## src/rtl/md_mux_pkg.sv

```systemverilog
//------------------------------------------------------------------------------
// Module  : md_mux_pkg
// Purpose : Shared width helpers, the FIFO entry type and the MD legality rule
//           for the multi-channel MD receive mux.
//           The entry type is sized from the package configuration constants
//           (MD_ALGN_DW / MD_NUM_CH / MD_FIFO_DEPTH). md_rx_mux_fifo takes its
//           parameter defaults from these constants, so the two must agree.
// Revision: 1.0 - initial release
//------------------------------------------------------------------------------
`default_nettype none

package md_mux_pkg;

   localparam int MD_ALGN_DW    = 32;
   localparam int MD_NUM_CH     = 4;
   localparam int MD_FIFO_DEPTH = 8;

   // Offset width. It is held at 1 bit minimum so that an 8-bit bus
   // (a single byte lane) still gets a legal port width.
   function automatic int md_ow(input int bw);
      return (bw > 1) ? $clog2(bw) : 1;
   endfunction

   // Size width: has to be able to hold the value BW itself
   function automatic int md_sw(input int bw);
      return $clog2(bw) + 1;
   endfunction

   // Channel index width
   function automatic int md_cw(input int num_ch);
      return $clog2(num_ch);
   endfunction

   // Level width: has to be able to hold the value FIFO_DEPTH itself
   function automatic int md_lw(input int depth);
      return $clog2(depth) + 1;
   endfunction

   typedef struct packed {
      logic [MD_ALGN_DW-1:0]              data;
      logic [md_ow(MD_ALGN_DW/8)-1:0]     offset;
      logic [md_sw(MD_ALGN_DW/8)-1:0]     size;
      logic [md_cw(MD_NUM_CH)-1:0]        ch;
   } md_entry_t;

   // A transfer is legal when it carries at least one byte and does not
   // run past the end of the bus. The sum is formed in 32 bits, so it
   // cannot wrap.
   function automatic logic md_legal(input int unsigned offset,
                                     input int unsigned size,
                                     input int unsigned bw);
      return (size != 0) && ((offset + size) <= bw);
   endfunction

endpackage

`default_nettype wire

```

## src/rtl/md_sync_fifo.sv

```systemverilog
//------------------------------------------------------------------------------
// Module  : md_sync_fifo
// Purpose : Single-clock FIFO with show-ahead read and a registered level.
// Ports   : clk, reset_n (async, active-high)
//           i_push / i_din        - write port. A push while full is ignored.
//           i_pop  / o_dout       - read port. o_dout shows the head entry.
//                                   A pop while empty is ignored.
//           o_full, o_empty, o_lvl - status, all taken from the registered level.
// Revision: 1.0 - initial release
//------------------------------------------------------------------------------
`default_nettype none

module md_sync_fifo #(
   parameter  int WIDTH = 8,
   parameter  int DEPTH = 8,
   localparam int AW    = (DEPTH > 1) ? $clog2(DEPTH) : 1,
   localparam int LW    = $clog2(DEPTH) + 1
) (
   input  logic             clk,
   input  logic             reset_n,
   input  logic             i_push,
   input  logic [WIDTH-1:0] i_din,
   input  logic             i_pop,
   output logic [WIDTH-1:0] o_dout,
   output logic             o_full,
   output logic             o_empty,
   output logic [LW-1:0]    o_lvl
);

   logic [WIDTH-1:0] r_mem [DEPTH];
   logic [AW-1:0]    r_wr_ptr;
   logic [AW-1:0]    r_rd_ptr;
   logic [LW-1:0]    r_lvl;
   logic             w_push;
   logic             w_pop;

   assign o_full  = (r_lvl == LW'(DEPTH));
   assign o_empty = (r_lvl == '0);
   assign o_lvl   = r_lvl;
   assign o_dout  = r_mem[r_rd_ptr];

   // Full is judged on the registered level only, so a pop in the same
   // cycle never makes room for a push while full.
   assign w_push = i_push & ~o_full;
   assign w_pop  = i_pop  & ~o_empty;

   // DEPTH is a power of two, so the pointers wrap on their own
   always_ff @(posedge clk or posedge reset_n) begin
      if (reset_n) begin
         r_wr_ptr <= '0;
         r_rd_ptr <= '0;
         r_lvl    <= '0;
      end else begin
         if (w_push) r_wr_ptr <= r_wr_ptr + AW'(1);
         if (w_pop)  r_rd_ptr <= r_rd_ptr + AW'(1);
         case ({w_push, w_pop})
            2'b10:   r_lvl <= r_lvl + LW'(1);
            2'b01:   r_lvl <= r_lvl - LW'(1);
            default: r_lvl <= r_lvl;
         endcase
      end
   end

   // Storage needs no reset. An entry is only read after it has been written.
   always_ff @(posedge clk) begin
      if (w_push) r_mem[r_wr_ptr] <= i_din;
   end

endmodule

`default_nettype wire

```

## src/rtl/md_rx_mux_fifo.sv

```systemverilog
//------------------------------------------------------------------------------
// Module  : md_rx_mux_fifo
// Purpose : Multi-channel MD receive front end. It checks each RX channel for
//           legality and arbitrates the channels round-robin. Legal transfers
//           are queued in one shared FIFO, tagged with their source channel.
//           The queue drains through a single MD TX stream. The block also
//           reports the fill level and raises a sticky FIFO-full irq.
// Option  : MD_MUX_STATS_EN - adds ch_acc_cnt, one 16-bit saturating
//           count of legal accepted transfers per channel. The counts are
//           cleared by irq_clr.
// Ports   : clk, reset_n (async, active-high)
//           ch_enable[NUM_CH]   - a disabled channel is never granted
//           md_rx_valid/data/offset/size - per-channel MD RX inputs
//           md_rx_ready/err     - per-channel handshake; err is only
//                                 meaningful when ready is high
//           md_tx_valid/data/offset/size/ch, md_tx_ready - MD TX output
//           fifo_lvl            - shared FIFO occupancy
//           irq, irq_clr        - sticky full interrupt and its clear
// Revision: 1.0 - initial release
//------------------------------------------------------------------------------
`default_nettype none

module md_rx_mux_fifo
   import md_mux_pkg::*;
#(
   parameter  int ALGN_DATA_WIDTH = MD_ALGN_DW,
   parameter  int NUM_CH          = MD_NUM_CH,
   parameter  int FIFO_DEPTH      = MD_FIFO_DEPTH,
   localparam int BW              = ALGN_DATA_WIDTH / 8,
   localparam int OW              = md_ow(BW),
   localparam int SW              = md_sw(BW),
   localparam int CW              = md_cw(NUM_CH),
   localparam int LW              = md_lw(FIFO_DEPTH)
) (
   input  logic                          clk,
   input  logic                          reset_n,
   input  logic [NUM_CH-1:0]             ch_enable,
   input  logic [NUM_CH-1:0]             md_rx_valid,
   input  logic [NUM_CH*ALGN_DATA_WIDTH-1:0] md_rx_data,
   input  logic [NUM_CH*OW-1:0]          md_rx_offset,
   input  logic [NUM_CH*SW-1:0]          md_rx_size,
   output logic [NUM_CH-1:0]             md_rx_ready,
   output logic [NUM_CH-1:0]             md_rx_err,
   output logic                          md_tx_valid,
   output logic [ALGN_DATA_WIDTH-1:0]    md_tx_data,
   output logic [OW-1:0]                 md_tx_offset,
   output logic [SW-1:0]                 md_tx_size,
   output logic [CW-1:0]                 md_tx_ch,
   input  logic                          md_tx_ready,
   output logic [LW-1:0]                 fifo_lvl,
   input  logic                          irq_clr,
   output logic                          irq
`ifdef MD_MUX_STATS_EN
   ,
   output logic [NUM_CH*16-1:0]          ch_acc_cnt
`endif
);

   logic [CW-1:0]     r_rr_ptr;
   logic              r_irq;
   logic [NUM_CH-1:0] w_legal;
   logic [NUM_CH-1:0] w_cand;
   logic              w_gnt_vld;
   logic [CW-1:0]     w_gnt;
   logic              w_push;
   logic              w_pop;
   logic              w_full;
   logic              w_empty;
   md_entry_t         w_din;
   md_entry_t         w_dout;

   // Per-channel legality and grantability. Only a legal transfer needs FIFO
   // space, so an illegal one can still be answered while the FIFO is full.
   for (genvar gi = 0; gi < NUM_CH; gi++) begin : g_ch
      assign w_legal[gi] = md_legal(32'(md_rx_offset[gi*OW +: OW]),
                                    32'(md_rx_size[gi*SW +: SW]),
                                    32'(BW));
      assign w_cand[gi]  = md_rx_valid[gi] & ch_enable[gi] &
                           (~w_legal[gi] | ~w_full);
   end

   // Round-robin search, starting at r_rr_ptr. The grant is held off while
   // reset is asserted, so no ready is returned during reset.
   always_comb begin
      int s;
      logic [CW-1:0] idx;
      w_gnt_vld = 1'b0;
      w_gnt     = '0;
      for (int k = 0; k < NUM_CH; k++) begin
         s = 32'(r_rr_ptr) + k;
         if (s >= NUM_CH) s = s - NUM_CH;
         idx = CW'(s);
         if (!w_gnt_vld && w_cand[idx]) begin
            w_gnt_vld = 1'b1;
            w_gnt     = idx;
         end
      end
      if (reset_n) w_gnt_vld = 1'b0;
   end

   assign md_rx_ready = w_gnt_vld ? (NUM_CH'(1) << w_gnt) : '0;
   assign md_rx_err   = md_rx_ready & ~w_legal;
   assign w_push      = w_gnt_vld & w_legal[w_gnt];

   always_comb begin
      w_din        = '0;
      w_din.data   = md_rx_data[w_gnt*ALGN_DATA_WIDTH +: ALGN_DATA_WIDTH];
      w_din.offset = md_rx_offset[w_gnt*OW +: OW];
      w_din.size   = md_rx_size[w_gnt*SW +: SW];
      w_din.ch     = w_gnt;
   end

   always_ff @(posedge clk or posedge reset_n) begin
      if (reset_n) begin
         r_rr_ptr <= '0;
      end else if (w_gnt_vld) begin
         r_rr_ptr <= (w_gnt == CW'(NUM_CH - 1)) ? '0 : w_gnt + CW'(1);
      end
   end

   md_sync_fifo #(
      .WIDTH ($bits(md_entry_t)),
      .DEPTH (FIFO_DEPTH)
   ) u_fifo (
      .clk     (clk),
      .reset_n (reset_n),
      .i_push  (w_push),
      .i_din   (w_din),
      .i_pop   (w_pop),
      .o_dout  (w_dout),
      .o_full  (w_full),
      .o_empty (w_empty),
      .o_lvl   (fifo_lvl)
   );

   // The head fields read as zero while the FIFO is empty, so unwritten
   // storage never shows on the outputs.
   assign md_tx_valid  = ~w_empty;
   assign md_tx_data   = md_tx_valid ? w_dout.data   : '0;
   assign md_tx_offset = md_tx_valid ? w_dout.offset : '0;
   assign md_tx_size   = md_tx_valid ? w_dout.size   : '0;
   assign md_tx_ch     = md_tx_valid ? w_dout.ch     : '0;
   assign w_pop        = md_tx_valid & md_tx_ready;

   // irq fires only on the step from DEPTH-1 up to DEPTH. Staying at
   // DEPTH after a clear does not raise it again. A set wins over a clear
   // in the same cycle.
   always_ff @(posedge clk or posedge reset_n) begin
      if (reset_n) begin
         r_irq <= 1'b0;
      end else if (w_push && !w_pop && (fifo_lvl == LW'(FIFO_DEPTH - 1))) begin
         r_irq <= 1'b1;
      end else if (irq_clr) begin
         r_irq <= 1'b0;
      end
   end

   assign irq = r_irq;

`ifdef MD_MUX_STATS_EN
   for (genvar gi = 0; gi < NUM_CH; gi++) begin : g_stats
      logic [15:0] r_cnt;
      always_ff @(posedge clk or posedge reset_n) begin
         if (reset_n) begin
            r_cnt <= '0;
         end else if (irq_clr) begin
            r_cnt <= '0;
         end else if (w_push && (w_gnt == CW'(gi)) && (r_cnt != 16'hFFFF)) begin
            r_cnt <= r_cnt + 16'd1;
         end
      end
      assign ch_acc_cnt[gi*16 +: 16] = r_cnt;
   end
`endif

endmodule

`default_nettype wire

```

## config.mk

```make
export PLATFORM = sky130hd
export DESIGN_NAME = md_rx_mux_fifo
export DESIGN_NICKNAME = d
export VERILOG_FILES = /design/src/rtl/md_mux_pkg.sv /design/src/rtl/md_sync_fifo.sv /design/src/rtl/md_rx_mux_fifo.sv
export SDC_FILE = /design/constraint.sdc
export NUM_CORES = 1
export LEC_CHECK = 0
export ABC_AREA = 1
export ABC_CLOCK_PERIOD_IN_PS = 6500
export CAP_MARGIN = 25
export CORE_MARGIN = 1
export CORE_UTILIZATION = 50
export DETAILED_ROUTE_END_ITERATION = 8
export GPL_TIMING_DRIVEN = 1
export PLACE_DENSITY = 0.73
export SYNTH_ARGS = -nofsm -noshare
export SYNTH_HDL_FRONTEND = slang
export SYNTH_HIERARCHICAL = 1
export SYNTH_SLANG_ARGS = --single-unit
```

## constraint.sdc

```tcl
create_clock -name clk -period 6.5 [get_ports clk]
set_input_delay 1.95 -clock clk [delete_from_list [all_inputs] [get_ports clk]]
set_output_delay 1.95 -clock clk [all_outputs]
set_load 0.005 [all_outputs]
```

==> impl_metrics.json <==
{
  "timing.setup.tns_ns": 0,
  "ios": 213,
  "synth_compound_area_frac": 0.0418,
  "fin_area_um2": 20700,
  "hold_viol": 0,
  "drt_wl_total_um": 43100,
  "avgRoutedWirePerCell_um": 16.6,
  "clkTransAtPathRegs_ns": 0.06,
  "path_cells": "buf_2 > ha_4 > inv_1 > fa_1 > nand2_1 > nand3_2 > nand4_1 > nand3_4 > nand2_4 > nand2_1 > nand2_2 > nand3_4 > nand3_4 > nand2_8 > buf_4 > ha_2 > inv_1 > nor3b_2 > buf_2",
  "synth.most_common_cell": "nand2_1",
  "synth_cells": 1911,
  "setup_violations": 0,
  "period_share": 0.986,
  "rows": 66,
  "hold_ws_ns": 0.490,
  "place_area_um2": 19300,
  "synth-edff-count": 312,
  "first_pass_iters": 5,
  "yosysTopAreaCell": "edfxtp_1",
  "antenna_found_initial": 1,
  "ys_ff_latch": 325,
  "root_buffer": "clkbuf_16",
  "hp-class": "reg -> reg",
  "ant_nets": 0,
  "ff_latch_area_um2": 9700,
  "clock_path_buffers": 3,
  "post-route-min-period_ns": 6.41,
  "synthTopCellsByCount": "nand2_1, nor2_1, edfxtp_1",
  "dp.cells": 2522,
  "htreeDepth": 2,
  "fp.dieW_um": 185,
  "crit_start": "md_rx_size[0]",
  "fill_cells": 2693,
  "max-slew-margin-rel": 0.316,
  "crit_required_ns": 4.55,
  "drive_gt1_frac": 0.0961,
  "hold_buffers": 0,
  "start_kind": "input port",
  "gr-usage-all-layers": 0.257,
  "layout.nets": 2311,
  "drv_slew": 0,
  "areaGrowthSynthToFinish_pct": 23.8,
  "fin_cells": 2595,
  "synth_fa_ha_area_frac": 0.0187,
  "crit_slowest_cell": "fa_1",
  "grt_pass1_vias": 12800,
  "worst_path_most_repeated_cell": "nand3_4",
  "grt_max_degree": 88,
  "synth_xor_area_frac": 0.00412,
  "start_util": 0.510,
  "end_kind": "primary output",
  "outcome": "finished, final reports clean",
  "ys_seq_area_frac": 0.581,
  "viasPerCell": 5.04,
  "gp_congestion": 0.848,
  "fmax_ghz": 0.156,
  "n_antenna_cell": 0,
  "yosys.area.top_type_share": 0.561,
  "avgSynthCellArea_um2": 8.74,
  "clock-sinks": 325,
  "multi_input_area_um2": 5710,
  "portBuffers": 212,
  "synthMuxAreaShare": 0,
  "power_w": 0.0114,
  "min-delay-start": "irq$_DFFE_PP0P_",
  "dieArea_um2": 34100,
  "synth_top_family_by_area": "simple AND/OR/NAND/NOR gates",
  "p_leak_nw": 8.96,
  "drc": 0,
  "die_h_um": 185,
  "worstMarginPinSlew_ns": 1.03,
  "synth_cell_type_count": 38,
  "synthesis.nets": 2093,
  "worstPathArrival_ns": 4.46,
  "yosysWarnings": 6,
  "drt_iter0_drc": 1086,
  "dpl.hpwl_um": 25600,
  "critPathKind": "in -> out",
  "vias": 13100,
  "cts_buffers": 34,
  "slowest_delay_ns": 0.47,
  "cp_max_fo": 5,
  "tritoncts": "built",
  "drv_cap": 0,
  "fin_skew_ns": 0.0209,
  "worstReg2RegStart": "u_fifo/o_lvl[0]$_DFFE_PP0P_",
  "ir_worst_vdd_v": 0.000689,
  "core_um2": 32700,
  "worstSkewPairLatency_ns": 0.51,
  "grt-ovfl-total": 0,
  "synth.cell_area_um2": 16700,
  "yosys.area_share.simple": 0.260,
  "synth-async-reset-ratio": 0.0400,
  "ys.flop_type": "edfxtp_1",
  "powerDensity_nw_per_um2": 551,
  "synth_area_leaders": "edfxtp_1, nand2_1, nor2_1",
  "grt_pass1_wl_um": 66700
}
-- worst max-delay path, delay by kind of cell --
kind                       cells  cell delay [ns]
buffers and inverters          5             0.46
and+or+nand+nor               11             1.27
adders and majority gates      3             0.76
-- cell families (layout without fill, tap and decap cells) --
logic type,after synthesis,after routing
adder cells (fa/ha/maj),22,22
AO/OA/AOI/OAI,126,126
AND/OR/NAND/NOR,1083,1083
buffers and inverters,348,590
flip-flops,325,325
XOR/XNOR,7,7
-- metrics by stage --
step,worst slack (ns),util
after floorplan,-0.859,-
after global placement,-0.563,0.590
after detailed placement,-0.650,0.590
after CTS,0.00993,0.629
after global routing,-0.0421,0.632
final,0.0915,0.632
-- path summary, 6_finish.rpt --
kind / endpoint / slack [ns] / depth (start not counted)
max in group asynchronous: u_fifo/r_rd_ptr[0]$_DFFE_PP0P_ / 4.43 / 2
setup reg to reg: u_fifo/o_lvl[3]$_DFFE_PP0P_ / 2.02 / 24
hold / removal: irq$_DFFE_PP0P_ / 0.49 / 2
setup / recovery: md_rx_err[2] / 0.09 / 19
min in group asynchronous: r_rr_ptr[1]$_DFFE_PP0N_ / 1.67 / 2
hold reg to reg: irq$_DFFE_PP0P_ / 0.49 / 2
-- metal layers --
layer,global-route usage,part of all wire,vias up
li1,-,-,6429
met2,0.451,0.49,524
met4,0.0959,0.028,2
met5,0,0.00039,-
met1,0.321,0.41,6052
met3,0.0371,0.076,73
-- state kept, by name, summed over array words and instances, names as in the netlist --
| name | cells |
|---|---|
| r_rr_ptr | 2 |
| irq | 1 |
| u_fifo/r_rd_ptr | 3 |
| u_fifo/r_wr_ptr | 3 |
| u_fifo/r_mem | 312 |
| u_fifo/o_lvl | 4 |
-- timing repair --
action / 4_1_cts / 5_1_grt
setup buffers: 9 / 3
endpoints found under the setup margin: 8 / 8
endpoints found under the hold margin: 0 / 0
gates resized for setup: 80 / 44
pin swaps: 26 / 22
-- cells in the final DEF, fill, tap and decap left out, types with 5 or more instances in the layout --
cell type / count
clkbuf_16: 37
nand2_2: 10
nand3_2: 8
inv_1: 241
clkbuf_2: 9
inv_2: 14
edfxtp_1: 312
clkdlybuf4s50_1: 188
a21oi_1: 5
nand2_4: 7
nor3_2: 8
nand2_1: 576
o22ai_1: 33
clkinv_1: 7
buf_2: 8
o21ai_0: 15
nand3_1: 16
ha_2: 5
clkbuf_1: 12
o21ai_1: 70
dfrtp_1: 10
nand3_4: 12
buf_12: 11
buf_4: 49
ha_1: 10
nor2_1: 431
-- area by class of cell --
type / instances / share of cell area
Sequential cell: 325 / 0.469
Multi-Input combinational cell: 1238 / 0.276
Timing Repair Buffer: 274 / 0.129
Clock buffer: 49 / 0.0470
Inverter: 256 / 0.0467
Tap cell: 442 / 0.0268
Clock inverter: 11 / 0.00484
-- report_power, final --
group	internal [W]	switching, W
Sequential	0.00354	0.000219
Clock	0.00112	0.000751
Combinational	0.00193	0.00382
(Power assumes the default switching activity.)
